`src/rtl/raytrace_pkg.sv`:
```
// Shared types for the ray-trace pixel path: pixel coordinate struct and sequencer states.
package raytrace_pkg;
  localparam int COORD_W  = 12;
  localparam int SCREEN_W = 640;
  localparam int SCREEN_H = 480;

  typedef struct packed {
    logic signed [COORD_W-1:0] x;
    logic signed [COORD_W-1:0] y;
    logic signed [COORD_W-1:0] z;
  } Pixel_s;

  typedef enum logic [1:0] {IDLE, SCAN, DRAIN, DONE} seq_state_e;
endpackage

```
`src/rtl/hit_result_fifo.sv`:
```
// Synchronous FIFO for (addr, hit) results; registered storage, no read bypass, occupancy output.
module hit_result_fifo #(
  parameter int W     = 8,
  parameter int DEPTH = 8,
  localparam int CW   = $clog2(DEPTH+1)
) (
  input  logic          clk,
  input  logic          rst_n,
  input  logic          push,
  input  logic [W-1:0]  push_data,
  input  logic          pop,
  output logic [W-1:0]  pop_data,
  output logic          empty,
  output logic [CW-1:0] count
);
  localparam int PW = $clog2(DEPTH);

  logic [DEPTH-1:0][W-1:0] mem;
  logic [PW-1:0]           wr_ptr, rd_ptr;
  logic                    do_push, do_pop;

  assign empty    = (count == '0);
  assign do_pop   = pop && !empty;
  // a full FIFO still accepts a push when the same cycle pops
  assign do_push  = push && ((count != CW'(DEPTH)) || do_pop);
  assign pop_data = mem[rd_ptr];

  always_ff @(posedge clk or negedge rst_n) begin
    if (!rst_n) begin
      mem    <= '0;
      wr_ptr <= '0;
      rd_ptr <= '0;
      count  <= '0;
    end else begin
      if (do_push) begin
        mem[wr_ptr] <= push_data;
        wr_ptr      <= wr_ptr + PW'(1);
      end
      if (do_pop) rd_ptr <= rd_ptr + PW'(1);
      case ({do_push, do_pop})
        2'b10:   count <= count + CW'(1);
        2'b01:   count <= count - CW'(1);
        default: count <= count;
      endcase
    end
  end
endmodule

```
`src/rtl/ray_pixel_sequencer.sv`:
```
// Raster sweep into RayTraceCore, fixed-latency hit capture, credit-limited framebuffer writes.
module ray_pixel_sequencer
  import raytrace_pkg::*;
#(
  parameter int H_RES        = SCREEN_W,
  parameter int V_RES        = SCREEN_H,
  parameter int FOCAL_Z      = 15,
  parameter int CORE_LATENCY = 4,
  parameter int FIFO_DEPTH   = 8,
  localparam int AW          = $clog2(H_RES*V_RES)
) (
  input  logic          clk,
  input  logic          rst_n,
  input  logic          start,
  output logic          busy,
  output logic          frame_done,
  output Pixel_s        pixel,
  output logic          pixel_issue,
  input  logic          less_than_zero,
  output logic          fb_we,
  input  logic          fb_ready,
  output logic [AW-1:0] fb_addr,
  output logic          fb_data
);
  localparam int CW = $clog2(FIFO_DEPTH+1);
  localparam int FW = AW + 1;
  localparam logic signed [COORD_W-1:0] X0 = COORD_W'(-(H_RES/2));
  localparam logic signed [COORD_W-1:0] XL = COORD_W'(H_RES/2 - 1);
  localparam logic signed [COORD_W-1:0] Y0 = COORD_W'(V_RES/2);

  seq_state_e state_q, state_d;
  Pixel_s     pixel_q;
  logic [AW-1:0] addr_q;
  logic [CORE_LATENCY:1]         vld_pipe;
  logic [CORE_LATENCY:1][AW-1:0] addr_pipe;
  logic [CW:0]   inflight;
  logic [CW-1:0] fifo_count;
  logic          fifo_empty;
  logic [FW-1:0] fifo_out;
  logic          last_pix, credit_ok;

  always_comb begin
    inflight = '0;
    for (int i = 1; i <= CORE_LATENCY; i++)
      inflight = inflight + (CW+1)'(vld_pipe[i]);
  end

  // one credit per FIFO slot: everything in flight must fit once it lands
  assign credit_ok   = (inflight + (CW+1)'(fifo_count)) < (CW+1)'(FIFO_DEPTH);
  assign pixel_issue = (state_q == SCAN) && credit_ok;
  assign last_pix    = (addr_q == AW'(H_RES*V_RES-1));
  assign pixel       = pixel_q;
  assign busy        = (state_q != IDLE);
  assign frame_done  = (state_q == DONE);

  always_ff @(posedge clk or negedge rst_n) begin
    if (!rst_n) state_q <= IDLE;
    else        state_q <= state_d;
  end

  always_comb begin
    state_d = state_q;
    case (state_q)
      IDLE:    if (start) state_d = SCAN;
      SCAN:    if (pixel_issue && last_pix) state_d = DRAIN;
      DRAIN:   if (inflight == '0 && fifo_empty) state_d = DONE;
      DONE:    state_d = IDLE;
      default: state_d = IDLE;
    endcase
  end

  // pixel_q always holds the next sample to issue; it only moves on an issue
  always_ff @(posedge clk or negedge rst_n) begin
    if (!rst_n) begin
      pixel_q <= '0;
      addr_q  <= '0;
    end else if (state_q == IDLE && start) begin
      pixel_q.x <= X0;
      pixel_q.y <= Y0;
      pixel_q.z <= COORD_W'(FOCAL_Z);
      addr_q    <= '0;
    end else if (pixel_issue && !last_pix) begin
      addr_q <= addr_q + AW'(1);
      if (pixel_q.x == XL) begin
        pixel_q.x <= X0;
        pixel_q.y <= pixel_q.y - COORD_W'(1);
      end else begin
        pixel_q.x <= pixel_q.x + COORD_W'(1);
      end
    end
  end

  always_ff @(posedge clk or negedge rst_n) begin
    if (!rst_n) begin
      vld_pipe  <= '0;
      addr_pipe <= '0;
    end else begin
      vld_pipe[1]  <= pixel_issue;
      addr_pipe[1] <= addr_q;
      for (int i = 2; i <= CORE_LATENCY; i++) begin
        vld_pipe[i]  <= vld_pipe[i-1];
        addr_pipe[i] <= addr_pipe[i-1];
      end
    end
  end

  hit_result_fifo #(.W(FW), .DEPTH(FIFO_DEPTH)) u_fifo (
    .clk       (clk),
    .rst_n     (rst_n),
    .push      (vld_pipe[CORE_LATENCY]),
    .push_data ({addr_pipe[CORE_LATENCY], less_than_zero}),
    .pop       (fb_ready),
    .pop_data  (fifo_out),
    .empty     (fifo_empty),
    .count     (fifo_count)
  );

  assign fb_we   = !fifo_empty;
  assign fb_addr = fifo_out[FW-1:1];
  assign fb_data = fifo_out[0];
endmodule
```
`config.mk`:
```
export PLATFORM = sky130hd
export DESIGN_NAME = ray_pixel_sequencer
export DESIGN_NICKNAME = d
export VERILOG_FILES = /design/src/rtl/raytrace_pkg.sv /design/src/rtl/hit_result_fifo.sv /design/src/rtl/ray_pixel_sequencer.sv
export SDC_FILE = /design/constraint.sdc
export NUM_CORES = 1
export LEC_CHECK = 0
export CORE_UTILIZATION = 64
export DETAILED_ROUTE_END_ITERATION = 8
export GPL_ROUTABILITY_DRIVEN = 0
export PLACE_DENSITY = 0.9
export SYNTH_ARGS = -nofsm -noshare
export SYNTH_HDL_FRONTEND = slang
export SYNTH_HIERARCHICAL = 1
export SYNTH_SLANG_ARGS = --single-unit
```
`constraint.sdc`:
```
create_clock -name clk -period 4.4 [get_ports clk]
set_input_delay 0.44 -clock clk [delete_from_list [all_inputs] [get_ports clk]]
set_output_delay 0.44 -clock clk [all_outputs]
set_load 0.02 [all_outputs]
```
# Word-level counts from Yosys, hierarchy flattened
# Index checks and enable logic that the tools add are counted.
dict set report word_totals {
  ff_bits 296
  in_bits 5
  word_cells 83
}
dict set report op_classes {
  add_sub_neg 11
  order_cmp 4
  n_eq_ne 11
  mux 16
  reduce_logical 20
}
# operator n
set ops {}
lappend ops {{$bwmux 160} 1}
lappend ops {{$bmux 20 s3} 1}
lappend ops {{$demux 20 s3} 1}
lappend ops {{$mux 24} 2}
lappend ops {{$mux 20} 2}
lappend ops {{$mux 19} 2}
lappend ops {{$mux 12} 2}
lappend ops {{$add 19x1->19 const B} 1}
lappend ops {{$eq 19x19->1 const B} 1}
lappend ops {{$add 12x2->12 const B} 1}
lappend ops {{$eq 12x10->1 const B} 1}
lappend ops {{$sub 12x2->12 const B} 1}
lappend ops {{$logic_and 1x1->1} 8}
lappend ops {{$lt 3x4->1 const B} 2}
lappend ops {{$pmux 2 s4} 1}
lappend ops {{$pmux 4 s2} 1}
lappend ops {{$reduce_bool 2->1} 4}
lappend ops {{$add 3x1->3 const B} 2}
lappend ops {{$eq 2x2->1 const B} 3}
lappend ops {{$mux 2} 3}
lappend ops {{$add 4x4->5} 1}
lappend ops {{$logic_not 5->1} 1}
lappend ops {{$lt 5x4->1 const B} 1}
lappend ops {{$add 3x1->4} 1}
lappend ops {{other kinds (15)} 18}

# Longest topological paths before layout
dict set report depth {
  depth_word 9
  mapped_depth 13
  mapped_depth_nobuf 12
}

# Cells and area by module
# Netlist, hierarchy kept.
# mod n_inst cells_per_inst area_per_inst_um2
set by_module_without_submodules {}
lappend by_module_without_submodules {hit_result_fifo 1 482 7858.8}
lappend by_module_without_submodules {ray_pixel_sequencer 1 378 4769.6}

# Least setup slack after synthesis
# Ideal clock, no wire load.
dict set report synth_timing {
  kind {reg-to-reg}
  from {reg vld_pipe[1] in the netlist's numbering}
  to {reg addr_q[5]}
  setup_ns 0.136
  arrival_time_ns 3.022
  t_required_ns 4.264
  path_slack_ns 1.242
  stages_incl_launch_ff 14
  period_less_slack_ns 3.158
  cell_sequence {dfrtp_1 -> inv_1 -> fa_1 -> inv_1 -> ha_1 -> ha_1 -> ha_1 -> nand4_1 -> nand3_1 -> clkbuf_1 -> clkinv_1 -> o21ai_1 -> or4_1 -> a21oi_1}
}
dict set report synth_between {
  elab_chain_len 8
}
# element line
set synth_rtl {}
lappend synth_rtl {{start, declared} ray_pixel_sequencer.sv:34} ;# logic [CORE_LATENCY:1] vld_pipe;
lappend synth_rtl {{start signal, assigned by index} ray_pixel_sequencer.sv:101} ;# vld_pipe[i] <= vld_pipe[i-1];
lappend synth_rtl {{$add 1x1->2} ray_pixel_sequencer.sv:45} ;# inflight = inflight + (CW+1)'(vld_pipe[i]);
lappend synth_rtl {{$add 2x1->3} ray_pixel_sequencer.sv:45}
lappend synth_rtl {{$add 3x1->4} ray_pixel_sequencer.sv:45}
lappend synth_rtl {{$add 4x4->5} ray_pixel_sequencer.sv:49} ;# assign credit_ok = (inflight + (CW+1)'(fifo_count)) < (CW+1)'(FIFO_DEPTH);
lappend synth_rtl {{$lt 5x4->1} ray_pixel_sequencer.sv:49}
lappend synth_rtl {{$logic_and 1x1->1} ray_pixel_sequencer.sv:50} ;# assign pixel_issue = (state_q == SCAN) && credit_ok;
lappend synth_rtl {{named net pixel_issue} ray_pixel_sequencer.sv:18} ;# output logic pixel_issue,
lappend synth_rtl {{$logic_and 1x1->1} ray_pixel_sequencer.sv:82} ;# end else if (pixel_issue && !last_pix) begin
lappend synth_rtl {{$reduce_bool 2->1 (no line)} -}
lappend synth_rtl {{end signal, assigned} ray_pixel_sequencer.sv:83} ;# addr_q <= addr_q + AW'(1);
lappend synth_rtl {{end, declared} ray_pixel_sequencer.sv:33} ;# logic [AW-1:0] addr_q;
# The timed path passes the listed nets, and every way through them passes these cells.
# A chain may end at the register's enable or synchronous reset.

# Worst setup path in the final report
dict set report layout_timing {
  from {reg vld_pipe[4] in the netlist's numbering}
  to {out pixel_issue}
}
dict set report layout_between {
  elab_chain_len 4
}
# element line
set layout_rtl {}
lappend layout_rtl {{$add 3x1->4} ray_pixel_sequencer.sv:45}
lappend layout_rtl {{$add 4x4->5} ray_pixel_sequencer.sv:49}
lappend layout_rtl {{$lt 5x4->1} ray_pixel_sequencer.sv:49}
lappend layout_rtl {{$logic_and 1x1->1} ray_pixel_sequencer.sv:50}
lappend layout_rtl {{end, declared} ray_pixel_sequencer.sv:18}
# No other way between the ends.

==> results.toml <==
[outcome]
status = "finished, violations left"
violations = "negative hold slack"

[floorplanning]
placementRows = 51
die_width_microns = 142
placeableCoreArea_sq_um = 19400
die_footprint_sq_um = 20300
num_io_pins = 65
start_util = 0.651
die-height_microns = 142

[global_routing]
total_track_usage = 0.273
grt_pass1_vias = 7928
maximum_number_of_pins_on_one_net_before_global_route_repair = 125
grt_pass1_wl_mm = 42.5
grt_antenna_before_repair = 0
grt.overflow.total = 0

[layout]
syn_to_final_growth_pct = 13.9
layout_cells_sized_above_1 = 0.325
seq_area_sq_um = 7410
diodes = 0
multi_input_comb_area_sq_um = 4900
end_of_flow_core_utilization = 0.742
nNetsFinal = 934
fillers = 1169
stdcell_count = 1195

[timing]
clock_skew_ns = 0.0136
slew-limit-headroom = 0.110
post-route-period-util = 0.963
max_slew.worst_pin.slew_ns = 1.32
final-hold-violation-count = 12
setup_viol = 0
timing.final.max_slew_violations = 0
time_the_final_worst_path_needs_with_i_o_delays_and_setup_ns = 4.24
achievable-frequency_ghz = 0.236
fin_tns_setup_ns = 0
fin_hold_ws_ns = -0.0437

[power]
p_comb_frac = 0.305
clkPwrFrac = 0.279
finalPower_w = 0.00913
internal_power_w = 0.00615
cellLeakagePower_nw = 6.52
power.share.switching = 0.327
worst_ir_drop_vdd_v = 0.000419
seq_power_share = 0.416
p_switching_w = 0.00298
power.density_nw_per_um2 = 635

[setup_path]
crit_path_top_delay_cell = "clkdlybuf4s50_1"
timing.reg2reg.setup_slack_ns = 0.70
cp_top_family = "adder cells"
worst-endpoint-arrival_ns = 3.80
worstReg2RegEnd = "pixel[23]"
sort_of_element_at_the_start_of_the_critical_path = "flop"
critical_path.most_common_cell = "ha_1"
critPathBufInv = 4
crit_chain = "inv_1, fa_1, inv_1, ha_1, ha_1, ha_1, nand4_1, nand3_1, clkinvlp_4, clkdlybuf4s50_1"
data_required_time_of_the_critical_path_ns = 3.96
worst_path_largest_cell_delay_ns = 0.63
end_kind = "output port"
critPathKind = "flop to output port"
rr_startpoint = "vld_pipe[4]"
reg2reg_depth = 11
cp_max_fo = 11

[detailed_routing]
route.detailed.drc = 0
drt_iter0_drc = 447
routed_via_density = 6.22
routed-via-count = 7435
postRouteWirelength_mm = 26.1
antenna_left = 0
drt_first_pass_iters = 5
wl_per_cell_microns = 21.9

[synth]
yosys_register_bits = 296
cell_taking_the_most_area_after_synthesis = "dfrtp_1"
synthesis.instances = 860
synth.distinct_cells = 67
number_of_enable_type_register_cells_in_the_synthesized_netlist = 0
yosysWarnings = 6
synth_flop_cell = "dfrtp_1"
yosys-top-cells-count = "296 x dfrtp_1, 178 x mux2_2, 40 x mux4_2"
synth.top_cells.by_area = "dfrtp_1 59%, mux2_2 16%, mux4_2 7.1%"
synth-async-reset-ratio = 1.00
most_common_cell_in_the_netlist = "dfrtp_1"
post_synth.cell_area_avg_sq_um = 14.7
synth_top_cell_area_share = 0.587
synth-seq-area-share = 0.587
synth.cell_area_sq_um = 12600

[place]
numPlacedInstances = 1145
io_buffers = 56
post-dp-hpwl_mm = 14.9

[clock_tree]
clk-insertion-delay-late_ns = 0.54
clock_tree.htree_level_count = 1
tritoncts = "yes"
clk_tree_root_cell = "clkbuf_16"
clock_sinks = 296
numCtsBuffers = 28
register_clock_pin_slew_on_the_reported_worst_setup_and_hold_paths_ns = 0.06
clock_tree.buffer_depth = 3
cts_hold_buf = 0

[hold_path]
min_path_type = "input port to async pin"

[run]
maxCapViolations = 0
[per-stage QoR]
step / instance area (sq um) / setup slack [ns]
floorplan: 12700 / 1.24
global placement: 13400 / 0.825
detailed placement: 13400 / 0.709
CTS: 14400 / 0.0397
global route: 14400 / -0.00825
finish: 14400 / 0.164
[per-layer routing]
layer  part of all wire  GRT usage  up-vias
met5                  0          0        -
met2               0.51      0.465      267
li1                   -          -     3250
met1               0.41      0.363     3863
met4              0.023     0.0889        0
met3              0.056     0.0407       55
[flip-flops by register name (all words and copies together) (netlist names)]
name	count
u_fifo/mem	160
addr_pipe	76
pixel	25
addr_q	19
u_fifo/count	4
vld_pipe	4
u_fifo/rd_ptr	3
u_fifo/wr_ptr	3
state_q	2
[cells in the final DEF (no fill, tap or decap), types with 5 or more instances in the layout]
cell type,n
or4_1,11
o31ai_1,9
mux4_2,40
xor2_1,6
nor4_1,5
mux2_2,178
o21ai_0,10
buf_4,11
ha_1,17
a211oi_1,5
a21oi_1,14
nand4b_1,5
nand2_1,23
nor3_1,6
xnor2_1,14
clkbuf_16,29
dfrtp_1,294
clkdlybuf4s50_1,55
o211ai_1,10
or3_1,7
nand3_1,24
mux2_1,6
clkbuf_8,7
nor2_1,22
clkinv_2,5
inv_1,21
conb_1,8
nand4_1,7
[logic make-up after synthesis]
logic type                 after synthesis  synth area share
other                                    1          0.000297
AOI/OAI and AO/OA                       81            0.0462
muxes                                  225             0.236
xor gates and xnor gates                20            0.0139
adders and majority gates               19            0.0200
buffers and inverters                   77            0.0323
DFF                                    296             0.587
and+or+nand+nor                        141            0.0646
[power by group through the flow]
stage	Clock, W	Sequential, W	Combinational (W)
after CTS	0.00258	0.00379	0.00278
after global routing	0.00270	0.00387	0.00297
after global placement	0	0.00376	0.00258
after floorplan	0	0.00357	0.00203
final	0.00254	0.00380	0.00278
after detailed placement	0	0.00381	0.00270
[repair_timing]
| action | CTS | global route |
|---|---|---|
| endpoints found under the setup margin | 0 | 1 |
| buffers inserted | 0 | 0 |
| resized for setup | 0 | 2 |
[cell type report]
| cell class | count | area share |
|---|---|---|
| sequential | 296 | 0.515 |
| multi-input combinational | 494 | 0.341 |
| inverter | 22 | 0.00600 |
| clock buffer | 40 | 0.0582 |
| timing repair buffer | 68 | 0.0464 |
| tap | 265 | 0.0230 |
| clock inverter | 10 | 0.0106 |
[worst max-delay path by stage]
stage	from	endpoint	slack, ns	cells after the start
2_1_floorplan	vld_pipe[1]	addr_q[5]	1.24	13
5_1_grt	vld_pipe[4]	pixel_issue	-0.008	10
6_report	vld_pipe[4]	pixel_issue	0.16	10
3_3_place_gp	vld_pipe[4]	pixel_issue	0.83	10
3_5_place_dp	vld_pipe[4]	pixel_issue	0.71	10
4_1_cts	vld_pipe[4]	pixel_issue	0.04	10
No activity file was read; power rests on OpenSTA's default activity.
